`config.mk`:
```
export PLATFORM = sky130hd
export DESIGN_NAME = alu_issue_stage_flat
export DESIGN_NICKNAME = d
export VERILOG_FILES = /design/src/rtl/alu_issue_stage_pkg.sv /design/src/rtl/alu_issue_stage_if.sv /design/src/rtl/alu_issue_stage_decoder.sv /design/src/rtl/alu_issue_stage.sv /design/src/flat_wrapper.sv
export SDC_FILE = /design/constraint.sdc
export NUM_CORES = 1
export LEC_CHECK = 0
export ABC_CLOCK_PERIOD_IN_PS = 2300
export CAP_MARGIN = 25
export CORE_MARGIN = 2
export CORE_UTILIZATION = 40
export CTS_CLUSTER_DIAMETER = 150
export CTS_CLUSTER_SIZE = 8
export DETAILED_ROUTE_END_ITERATION = 8
export HOLD_SLACK_MARGIN = 0.02
export PLACE_DENSITY = 0.79
export REMOVE_ABC_BUFFERS = 1
export SYNTH_ARGS = -nofsm -noshare
export SYNTH_HDL_FRONTEND = slang
export SYNTH_SLANG_ARGS = --single-unit
```
`constraint.sdc`:
```
create_clock -name clk -period 2.3 [get_ports clk]
set_input_delay 0.23 -clock clk [delete_from_list [all_inputs] [get_ports clk]]
set_output_delay 0.23 -clock clk [all_outputs]
set_load 0.02 [all_outputs]
```
`src/rtl/alu_issue_stage_pkg.sv`:
```
// ============================================================================
// alu_issue_stage_pkg : ALU opcode codes, RV32I opcodes, operand-select types
// Revision: 1.0
// ============================================================================
`default_nettype none

package alu_issue_stage_pkg;

   // Shared ALU opcode encoding
   localparam logic [3:0] ALU_ADD  = 4'd0;
   localparam logic [3:0] ALU_SUB  = 4'd1;
   localparam logic [3:0] ALU_SLL  = 4'd2;
   localparam logic [3:0] ALU_SLT  = 4'd3;
   localparam logic [3:0] ALU_SLTU = 4'd4;
   localparam logic [3:0] ALU_XOR  = 4'd5;
   localparam logic [3:0] ALU_SRL  = 4'd6;
   localparam logic [3:0] ALU_SRA  = 4'd7;
   localparam logic [3:0] ALU_OR   = 4'd8;
   localparam logic [3:0] ALU_AND  = 4'd9;

   localparam logic [6:0] OPC_OP     = 7'b0110011;
   localparam logic [6:0] OPC_OP_IMM = 7'b0010011;
   localparam logic [6:0] OPC_LUI    = 7'b0110111;
   localparam logic [6:0] OPC_AUIPC  = 7'b0010111;
   localparam logic [6:0] OPC_LOAD   = 7'b0000011;
   localparam logic [6:0] OPC_STORE  = 7'b0100011;
   localparam logic [6:0] OPC_BRANCH = 7'b1100011;
   localparam logic [6:0] OPC_JAL    = 7'b1101111;
   localparam logic [6:0] OPC_JALR   = 7'b1100111;

   localparam logic [6:0] F7_ZERO = 7'b0000000;
   localparam logic [6:0] F7_ALT  = 7'b0100000;

   typedef enum logic [1:0] {
      SRC1_ZERO = 2'd0,
      SRC1_RS1  = 2'd1,
      SRC1_PC   = 2'd2
   } src1_sel_e;

   typedef enum logic [1:0] {
      SRC2_ZERO = 2'd0,
      SRC2_RS2  = 2'd1,
      SRC2_IMM  = 2'd2,
      SRC2_FOUR = 2'd3
   } src2_sel_e;

   typedef struct packed {
      logic [3:0] op;
      src1_sel_e  src1;
      src2_sel_e  src2;
      logic       illegal;
   } dec_t;

   // funct3 -> ALU op for the register/immediate arithmetic groups
   function automatic logic [3:0] base_alu_op(input logic [2:0] f3);
      case (f3)
         3'b000:  base_alu_op = ALU_ADD;
         3'b001:  base_alu_op = ALU_SLL;
         3'b010:  base_alu_op = ALU_SLT;
         3'b011:  base_alu_op = ALU_SLTU;
         3'b100:  base_alu_op = ALU_XOR;
         3'b101:  base_alu_op = ALU_SRL;
         3'b110:  base_alu_op = ALU_OR;
         default: base_alu_op = ALU_AND;
      endcase
   endfunction

endpackage

`default_nettype wire

```
`src/rtl/alu_issue_stage_if.sv`:
```
// ============================================================================
// alu_issue_stage_if : upstream decode bundle plus ALU request bundle
// Revision: 1.0
// ============================================================================
`default_nettype none

interface alu_issue_stage_if #(
   parameter int XLEN  = 32,
   parameter int CNT_W = 32
);
   logic             in_valid;
   logic             in_ready;
   logic [6:0]       opcode;
   logic [2:0]       funct3;
   logic [6:0]       funct7;
   logic [4:0]       rd_idx;
   logic [XLEN-1:0]  pc;
   logic [XLEN-1:0]  rs1_data;
   logic [XLEN-1:0]  rs2_data;
   logic [XLEN-1:0]  imm;
   logic             flush;
   logic             out_valid;
   logic             out_ready;
   logic [3:0]       alu_op;
   logic [XLEN-1:0]  alu_data_1;
   logic [XLEN-1:0]  alu_data_2;
   logic [4:0]       rd_out;
   logic             illegal;
   logic [CNT_W-1:0] issue_count;

   // master: the issue stage (ALU request producer)
   modport master (
      input  in_valid, opcode, funct3, funct7, rd_idx, pc, rs1_data, rs2_data,
             imm, flush, out_ready,
      output in_ready, out_valid, alu_op, alu_data_1, alu_data_2, rd_out,
             illegal, issue_count
   );

   // slave: the surrounding decode and execute logic
   modport slave (
      output in_valid, opcode, funct3, funct7, rd_idx, pc, rs1_data, rs2_data,
             imm, flush, out_ready,
      input  in_ready, out_valid, alu_op, alu_data_1, alu_data_2, rd_out,
             illegal, issue_count
   );
endinterface

`default_nettype wire

```
`src/rtl/alu_issue_stage_decoder.sv`:
```
// ============================================================================
// alu_op_decoder : RV32I opcode/funct3/funct7 -> ALU op, operand selects, illegal
// Revision: 1.0
// ============================================================================
`default_nettype none

module alu_op_decoder
   import alu_issue_stage_pkg::*;
(
   input  wire logic [6:0] opcode,
   input  wire logic [2:0] funct3,
   input  wire logic [6:0] funct7,
   output dec_t            dec
);

   logic [3:0] w_op;
   src1_sel_e  w_src1;
   src2_sel_e  w_src2;
   logic       w_illegal;

   always_comb begin
      w_op      = ALU_ADD;
      w_src1    = SRC1_ZERO;
      w_src2    = SRC2_ZERO;
      w_illegal = 1'b0;
      case (opcode)
         OPC_OP: begin
            w_src1 = SRC1_RS1;
            w_src2 = SRC2_RS2;
            w_op   = base_alu_op(funct3);
            if (funct7 == F7_ALT) begin
               if (funct3 == 3'b000)      w_op = ALU_SUB;
               else if (funct3 == 3'b101) w_op = ALU_SRA;
               else                       w_illegal = 1'b1;
            end else if (funct7 != F7_ZERO) begin
               w_illegal = 1'b1;
            end
         end
         OPC_OP_IMM: begin
            // funct7 field only has meaning for the shift-immediate forms
            w_src1 = SRC1_RS1;
            w_src2 = SRC2_IMM;
            w_op   = base_alu_op(funct3);
            if (funct3 == 3'b001 && funct7 != F7_ZERO) begin
               w_illegal = 1'b1;
            end else if (funct3 == 3'b101) begin
               if (funct7 == F7_ALT)       w_op = ALU_SRA;
               else if (funct7 != F7_ZERO) w_illegal = 1'b1;
            end
         end
         OPC_LUI: begin
            w_src2 = SRC2_IMM;
         end
         OPC_AUIPC: begin
            w_src1 = SRC1_PC;
            w_src2 = SRC2_IMM;
         end
         OPC_LOAD, OPC_STORE: begin
            w_src1 = SRC1_RS1;
            w_src2 = SRC2_IMM;
         end
         OPC_BRANCH: begin
            w_src1 = SRC1_RS1;
            w_src2 = SRC2_RS2;
            case (funct3)
               3'b000, 3'b001: w_op = ALU_SUB;
               3'b100, 3'b101: w_op = ALU_SLT;
               3'b110, 3'b111: w_op = ALU_SLTU;
               default:        w_illegal = 1'b1;
            endcase
         end
         OPC_JAL, OPC_JALR: begin
            w_src1 = SRC1_PC;
            w_src2 = SRC2_FOUR;
         end
         default: w_illegal = 1'b1;
      endcase
      // Undecodable entries carry a neutral ADD 0,0 request
      if (w_illegal) begin
         w_op   = ALU_ADD;
         w_src1 = SRC1_ZERO;
         w_src2 = SRC2_ZERO;
      end
   end

   assign dec = '{op: w_op, src1: w_src1, src2: w_src2, illegal: w_illegal};

endmodule

`default_nettype wire

```
`src/rtl/alu_issue_stage.sv`:
```
// ============================================================================
// alu_issue_stage : operand select + one-entry valid/ready register to the ALU
// Revision: 1.0
// ============================================================================
`default_nettype none

module alu_issue_stage
   import alu_issue_stage_pkg::*;
#(
   parameter int XLEN  = 32,
   parameter int CNT_W = 32
) (
   input wire logic          clk,
   input wire logic          rst_n,
   alu_issue_stage_if.master bus
);

   dec_t             w_dec;
   logic [XLEN-1:0]  w_data_1;
   logic [XLEN-1:0]  w_data_2;
   logic             w_in_ready;
   logic             w_load;

   logic             r_valid;
   logic [3:0]       r_op;
   logic [XLEN-1:0]  r_data_1;
   logic [XLEN-1:0]  r_data_2;
   logic [4:0]       r_rd;
   logic             r_illegal;
   logic [CNT_W-1:0] r_count;

   alu_op_decoder u_decoder (
      .opcode (bus.opcode),
      .funct3 (bus.funct3),
      .funct7 (bus.funct7),
      .dec    (w_dec)
   );

   always_comb begin
      w_data_1 = '0;
      case (w_dec.src1)
         SRC1_RS1: w_data_1 = bus.rs1_data;
         SRC1_PC:  w_data_1 = bus.pc;
         default:  w_data_1 = '0;
      endcase
   end

   always_comb begin
      w_data_2 = '0;
      case (w_dec.src2)
         SRC2_RS2:  w_data_2 = bus.rs2_data;
         SRC2_IMM:  w_data_2 = bus.imm;
         SRC2_FOUR: w_data_2 = XLEN'(4);
         default:   w_data_2 = '0;
      endcase
   end

   // Ready whenever the slot is empty or being drained this cycle
   assign w_in_ready = ~r_valid | bus.out_ready;
   assign w_load     = bus.in_valid & w_in_ready & ~bus.flush;

   always_ff @(posedge clk or negedge rst_n) begin
      if (!rst_n) begin
         r_valid   <= 1'b0;
         r_op      <= ALU_ADD;
         r_data_1  <= '0;
         r_data_2  <= '0;
         r_rd      <= '0;
         r_illegal <= 1'b0;
      end else if (bus.flush) begin
         r_valid <= 1'b0;
      end else if (w_load) begin
         r_valid   <= 1'b1;
         r_op      <= w_dec.op;
         r_data_1  <= w_data_1;
         r_data_2  <= w_data_2;
         r_rd      <= bus.rd_idx;
         r_illegal <= w_dec.illegal;
      end else if (bus.out_ready) begin
         r_valid <= 1'b0;
      end
   end

   // A consumed request still counts when a flush lands in the same cycle
   always_ff @(posedge clk or negedge rst_n) begin
      if (!rst_n) begin
         r_count <= '0;
      end else if (r_valid && bus.out_ready) begin
         r_count <= r_count + 1'b1;
      end
   end

   assign bus.in_ready    = w_in_ready;
   assign bus.out_valid   = r_valid;
   assign bus.alu_op      = r_op;
   assign bus.alu_data_1  = r_data_1;
   assign bus.alu_data_2  = r_data_2;
   assign bus.rd_out      = r_rd;
   assign bus.illegal     = r_illegal;
   assign bus.issue_count = r_count;

endmodule

`default_nettype wire

```
`src/flat_wrapper.sv`:
```
// flat-port wrapper written by rule: the top's interface ports become plain ports
module alu_issue_stage_flat import alu_issue_stage_pkg::*;
#(
   parameter int XLEN  = 32,
   parameter int CNT_W = 32
)
  (clk, rst_n, bus_in_valid, bus_opcode, bus_funct3, bus_funct7, bus_rd_idx, bus_pc, bus_rs1_data, bus_rs2_data, bus_imm, bus_flush, bus_out_ready, bus_in_ready, bus_out_valid, bus_alu_op, bus_alu_data_1, bus_alu_data_2, bus_rd_out, bus_illegal, bus_issue_count);
  alu_issue_stage_if #(.XLEN(XLEN), .CNT_W(CNT_W)) bus_i ();
  input wire logic clk;
  input wire logic rst_n;
  input wire logic [$bits(bus_i.in_valid)-1:0] bus_in_valid;
  input wire logic [$bits(bus_i.opcode)-1:0] bus_opcode;
  input wire logic [$bits(bus_i.funct3)-1:0] bus_funct3;
  input wire logic [$bits(bus_i.funct7)-1:0] bus_funct7;
  input wire logic [$bits(bus_i.rd_idx)-1:0] bus_rd_idx;
  input wire logic [$bits(bus_i.pc)-1:0] bus_pc;
  input wire logic [$bits(bus_i.rs1_data)-1:0] bus_rs1_data;
  input wire logic [$bits(bus_i.rs2_data)-1:0] bus_rs2_data;
  input wire logic [$bits(bus_i.imm)-1:0] bus_imm;
  input wire logic [$bits(bus_i.flush)-1:0] bus_flush;
  input wire logic [$bits(bus_i.out_ready)-1:0] bus_out_ready;
  output wire logic [$bits(bus_i.in_ready)-1:0] bus_in_ready;
  output wire logic [$bits(bus_i.out_valid)-1:0] bus_out_valid;
  output wire logic [$bits(bus_i.alu_op)-1:0] bus_alu_op;
  output wire logic [$bits(bus_i.alu_data_1)-1:0] bus_alu_data_1;
  output wire logic [$bits(bus_i.alu_data_2)-1:0] bus_alu_data_2;
  output wire logic [$bits(bus_i.rd_out)-1:0] bus_rd_out;
  output wire logic [$bits(bus_i.illegal)-1:0] bus_illegal;
  output wire logic [$bits(bus_i.issue_count)-1:0] bus_issue_count;
  assign bus_i.in_valid = bus_in_valid;
  assign bus_i.opcode = bus_opcode;
  assign bus_i.funct3 = bus_funct3;
  assign bus_i.funct7 = bus_funct7;
  assign bus_i.rd_idx = bus_rd_idx;
  assign bus_i.pc = bus_pc;
  assign bus_i.rs1_data = bus_rs1_data;
  assign bus_i.rs2_data = bus_rs2_data;
  assign bus_i.imm = bus_imm;
  assign bus_i.flush = bus_flush;
  assign bus_i.out_ready = bus_out_ready;
  assign bus_in_ready = bus_i.in_ready;
  assign bus_out_valid = bus_i.out_valid;
  assign bus_alu_op = bus_i.alu_op;
  assign bus_alu_data_1 = bus_i.alu_data_1;
  assign bus_alu_data_2 = bus_i.alu_data_2;
  assign bus_rd_out = bus_i.rd_out;
  assign bus_illegal = bus_i.illegal;
  assign bus_issue_count = bus_i.issue_count;
  alu_issue_stage #(.XLEN(XLEN), .CNT_W(CNT_W)) u_core (.clk(clk), .rst_n(rst_n), .bus(bus_i));
endmodule
```
==> out/metrics.cfg <==
[synthesis]
netlist_area_sq_mm = 0.005406
ys_seq_area_share_pct = 49.53
synth-compound-area-share_pct = 20.25
synth-xor-area-share_pct = 5.184
synth_top_family_by_area = compound AO/OA/AOI/OAI gates
ys.flop_type = dfrtp_1
synth-edff-count = 0
muxShareOfSynthArea_pct = 0.2083
ys_warn_count = 0
syn-instance-count = 564
synthAdderAreaFrac_pct = 0.6943
syn_avg_cell_area_sq_um = 9.586
synthSimpleGateAreaFrac_pct = 19.63
synth.ff_latch_count = 107
async_reset_ff_share_pct = 100.0
synth.distinct_cells = 48

[critical_path]
cp_max_fo = 32
path_delay_family = buffers and inverters
start_kind = primary input
cp_slowest_cell = clkdlybuf4s50_1
crit_type = primary input to register
crit_buf_inv = 5
cp.arrival_ps = 2340
path_common_cell = inv_1
cpPeakStageDelay_ps = 520
worst-endpoint-required_ps = 2530
end_kind = register
reg2reg_slack_ps = 460
cp_cell_sequence = clkdlybuf4s50_1, buf_4, inv_1, o221ai_2, a311oi_4, nor2_1, inv_1, ha_1, buf_12, a22oi_1, o31ai_2

[cts]
clk_latency_ps = 360
clockBufferDepth = 2
cts_tree = built
clkSinkCount = 107
cts-htree-levels = 3
cts_made_buffers = 9
clk_pin_slew_worst_paths_ps = 80
cts-root-buf = clkbuf_16
post-cts-setup-buffers = 0

[route]
wire_per_inst_microns = 17.35
drt_iter0_markers = 495
drtPass1Iterations = 5
drc = 0
vias = 5494
ant_nets = 0
detail_route.vias_per_cell = 5.418
wirelength_microns = 17590

[timing]
setup_slack_ps = 188.9
setup_violations = 0
finalHoldViolCount = 0
finalMaxSlewViolations = 0
hold_ws_ps = 394.6
finalClockSkew_ps = 6.898
min_period_ps = 2111
finalSetupTns_ps = 0
rsz0062_at_grt = no
worstMarginPinSlew_ps = 585.5
relSlewSlack_pct = 60.96
min_period_over_period_pct = 91.79
fmax_mhz = 473.7

[finish]
area_growth_pct = 63.02
layout.nets = 991
post-route-cell-area_sq_mm = 0.008813
fin_util_pct = 66.55
multi_input_area_sq_mm = 0.002509
seq_area_sq_mm = 0.002678
layout-drive-gt1-share_pct = 8.115
antenna_cells = 0
num-fill-cells = 1059
final_cells = 1014

[grt]
grt_pass1_vias = 5463
grt_max_degree = 108
antenna_found_initial = 0
gr-total-overflow = 0
grt_pass1_wl_microns = 27430
grtUsageTotal_pct = 23.84

[place]
port_buffers = 262
place_area_sq_mm = 0.008442
hpwl_microns = 12770
place_ws_ps = -203.7
dp.cells = 997
finalWeightedCongestion = 0.8284

[power]
p_leak_nw = 3.839
power_mw = 4.745
ir_drop_uv = 333.7
p_per_area_mw_per_mm2 = 538.4

[floorplanning]
die_w_microns = 120.3
core_sq_mm = 0.01324
ios = 263
initial_core_util_pct = 40.83
dieArea_sq_mm = 0.01446
rows = 42
die_h_microns = 120.3

[min_path]
holdCritPathClass = primary input to register

[run]
drv_cap = 0

[outcome]
outcome = finished, final reports clean

==> cell usage after synthesis, types with 5 or more instances <==
cell type | number | share of area [%]
dfrtp_1 | 107 | 50
a22oi_1 | 32 | 4.4
inv_1 | 10 | 0.69
xnor2_1 | 18 | 2.9
a21oi_1 | 7 | 0.65
nand2b_1 | 6 | 0.69
clkbuf_1 | 23 | 1.6
o21ai_0 | 20 | 1.9
nand4_1 | 42 | 4.9
a21o_1 | 33 | 4.6
nand3_1 | 17 | 1.6
buf_2 | 12 | 1.1
nor3_1 | 5 | 0.46
nor2_1 | 24 | 1.7
xor2_1 | 14 | 2.3
nand2_1 | 96 | 6.7
o31ai_1 | 32 | 4.4
o21ai_1 | 21 | 1.9
==> worst min-delay path, delay by kind of cell <==
kind | cells | cell delay (ps)
AND/OR/NAND/NOR | 2 | 90
buffers and inverters | 1 | 400
==> kinds of logic after synthesis <==
logic type / after synthesis
AOI/OAI and AO/OA: 157
xor gates and xnor gates: 32
adders and majority gates: 3
buffers and inverters: 52
DFF: 107
muxes: 1
and+or+nand+nor: 212
==> cell usage in the layout (no fill, tap or decap), types with 2 or more instances in the layout <==
master           count
nand2b_1             6
clkbuf_16            9
inv_1               10
buf_12               9
bufinv_16            3
nand3b_1             2
xor2_1              13
clkdlybuf4s50_1    261
o21ai_1             20
dfrtp_1            107
nand2_1             96
nor2b_1              3
nand4_1             42
nor4_1               2
nand3_1             17
and3_1               3
o31ai_1             31
nor3_1               4
nor2_1              24
o21ai_0             20
buf_4               29
a31oi_1              2
a21oi_1              7
a22oi_1             32
xnor2_1             18
a21o_1              33
nor4_4               2
ha_1                 3
==> what timing repair did <==
action,in CTS,in global routing
endpoints found under the hold margin,107,0
hold buffers,1,0
setup endpoints to repair,0,2
gates resized for setup,0,2
==> registers in the layout, indices dropped and copies added (netlist names) <==
name and cells:
u_core.bus.rd_out 5, u_core.bus.alu_data_2 32, u_core.bus.issue_count 32, u_core.bus.illegal 1
u_core.bus.alu_data_1 32, u_core.bus.alu_op 4, u_core.bus.out_valid 1
==> power by group <==
| group | internal (mW) | switching, mW | leakage, nW |
|---|---|---|---|
| sequential | 1.95 | 0.0763 | 1.45 |
| combinational | 0.486 | 0.402 | 2.22 |
| clock | 1.08 | 0.751 | 0.172 |
| total | 3.52 | 1.23 | 3.84 |
==> path summary, 6_finish.rpt <==
| check | start | end | cells past startpoint |
|---|---|---|---|
| worst max-delay path | bus_funct3[2] | u_core.bus.alu_data_1[9] | 11 |
| worst min-delay path | bus_rd_idx[1] | u_core.bus.rd_out[1] | 3 |
| worst max register to register | u_core.bus.issue_count[10] | u_core.bus.issue_count[26] | 5 |
| worst min register to register | u_core.bus.issue_count[31] | u_core.bus.issue_count[31] | 1 |
| max in group asynchronous | rst_n | u_core.bus.alu_data_2[31] | 3 |
| min in group asynchronous | rst_n | u_core.bus.issue_count[12] | 3 |
==> area by class of cell <==
| cell class | count | share of cell area [%] |
|---|---|---|
| tap | 176 | 2.499 |
| clock inverter | 7 | 1.405 |
| sequential | 107 | 30.38 |
| multi-input combinational | 405 | 28.46 |
| inverter | 10 | 0.4259 |
| clock buffer | 9 | 2.555 |
| timing repair buffer | 300 | 34.27 |
==> routing by layer <==
metal	vias to the layer above	track usage [%]	part of all wire, %
li1	2579	-	-
met1	2652	27.99	39
met2	228	42.08	51
met3	35	5.472	7.1
met4	0	9.593	3.0
met5	-	0	0
(Power assumes the default switching activity.)
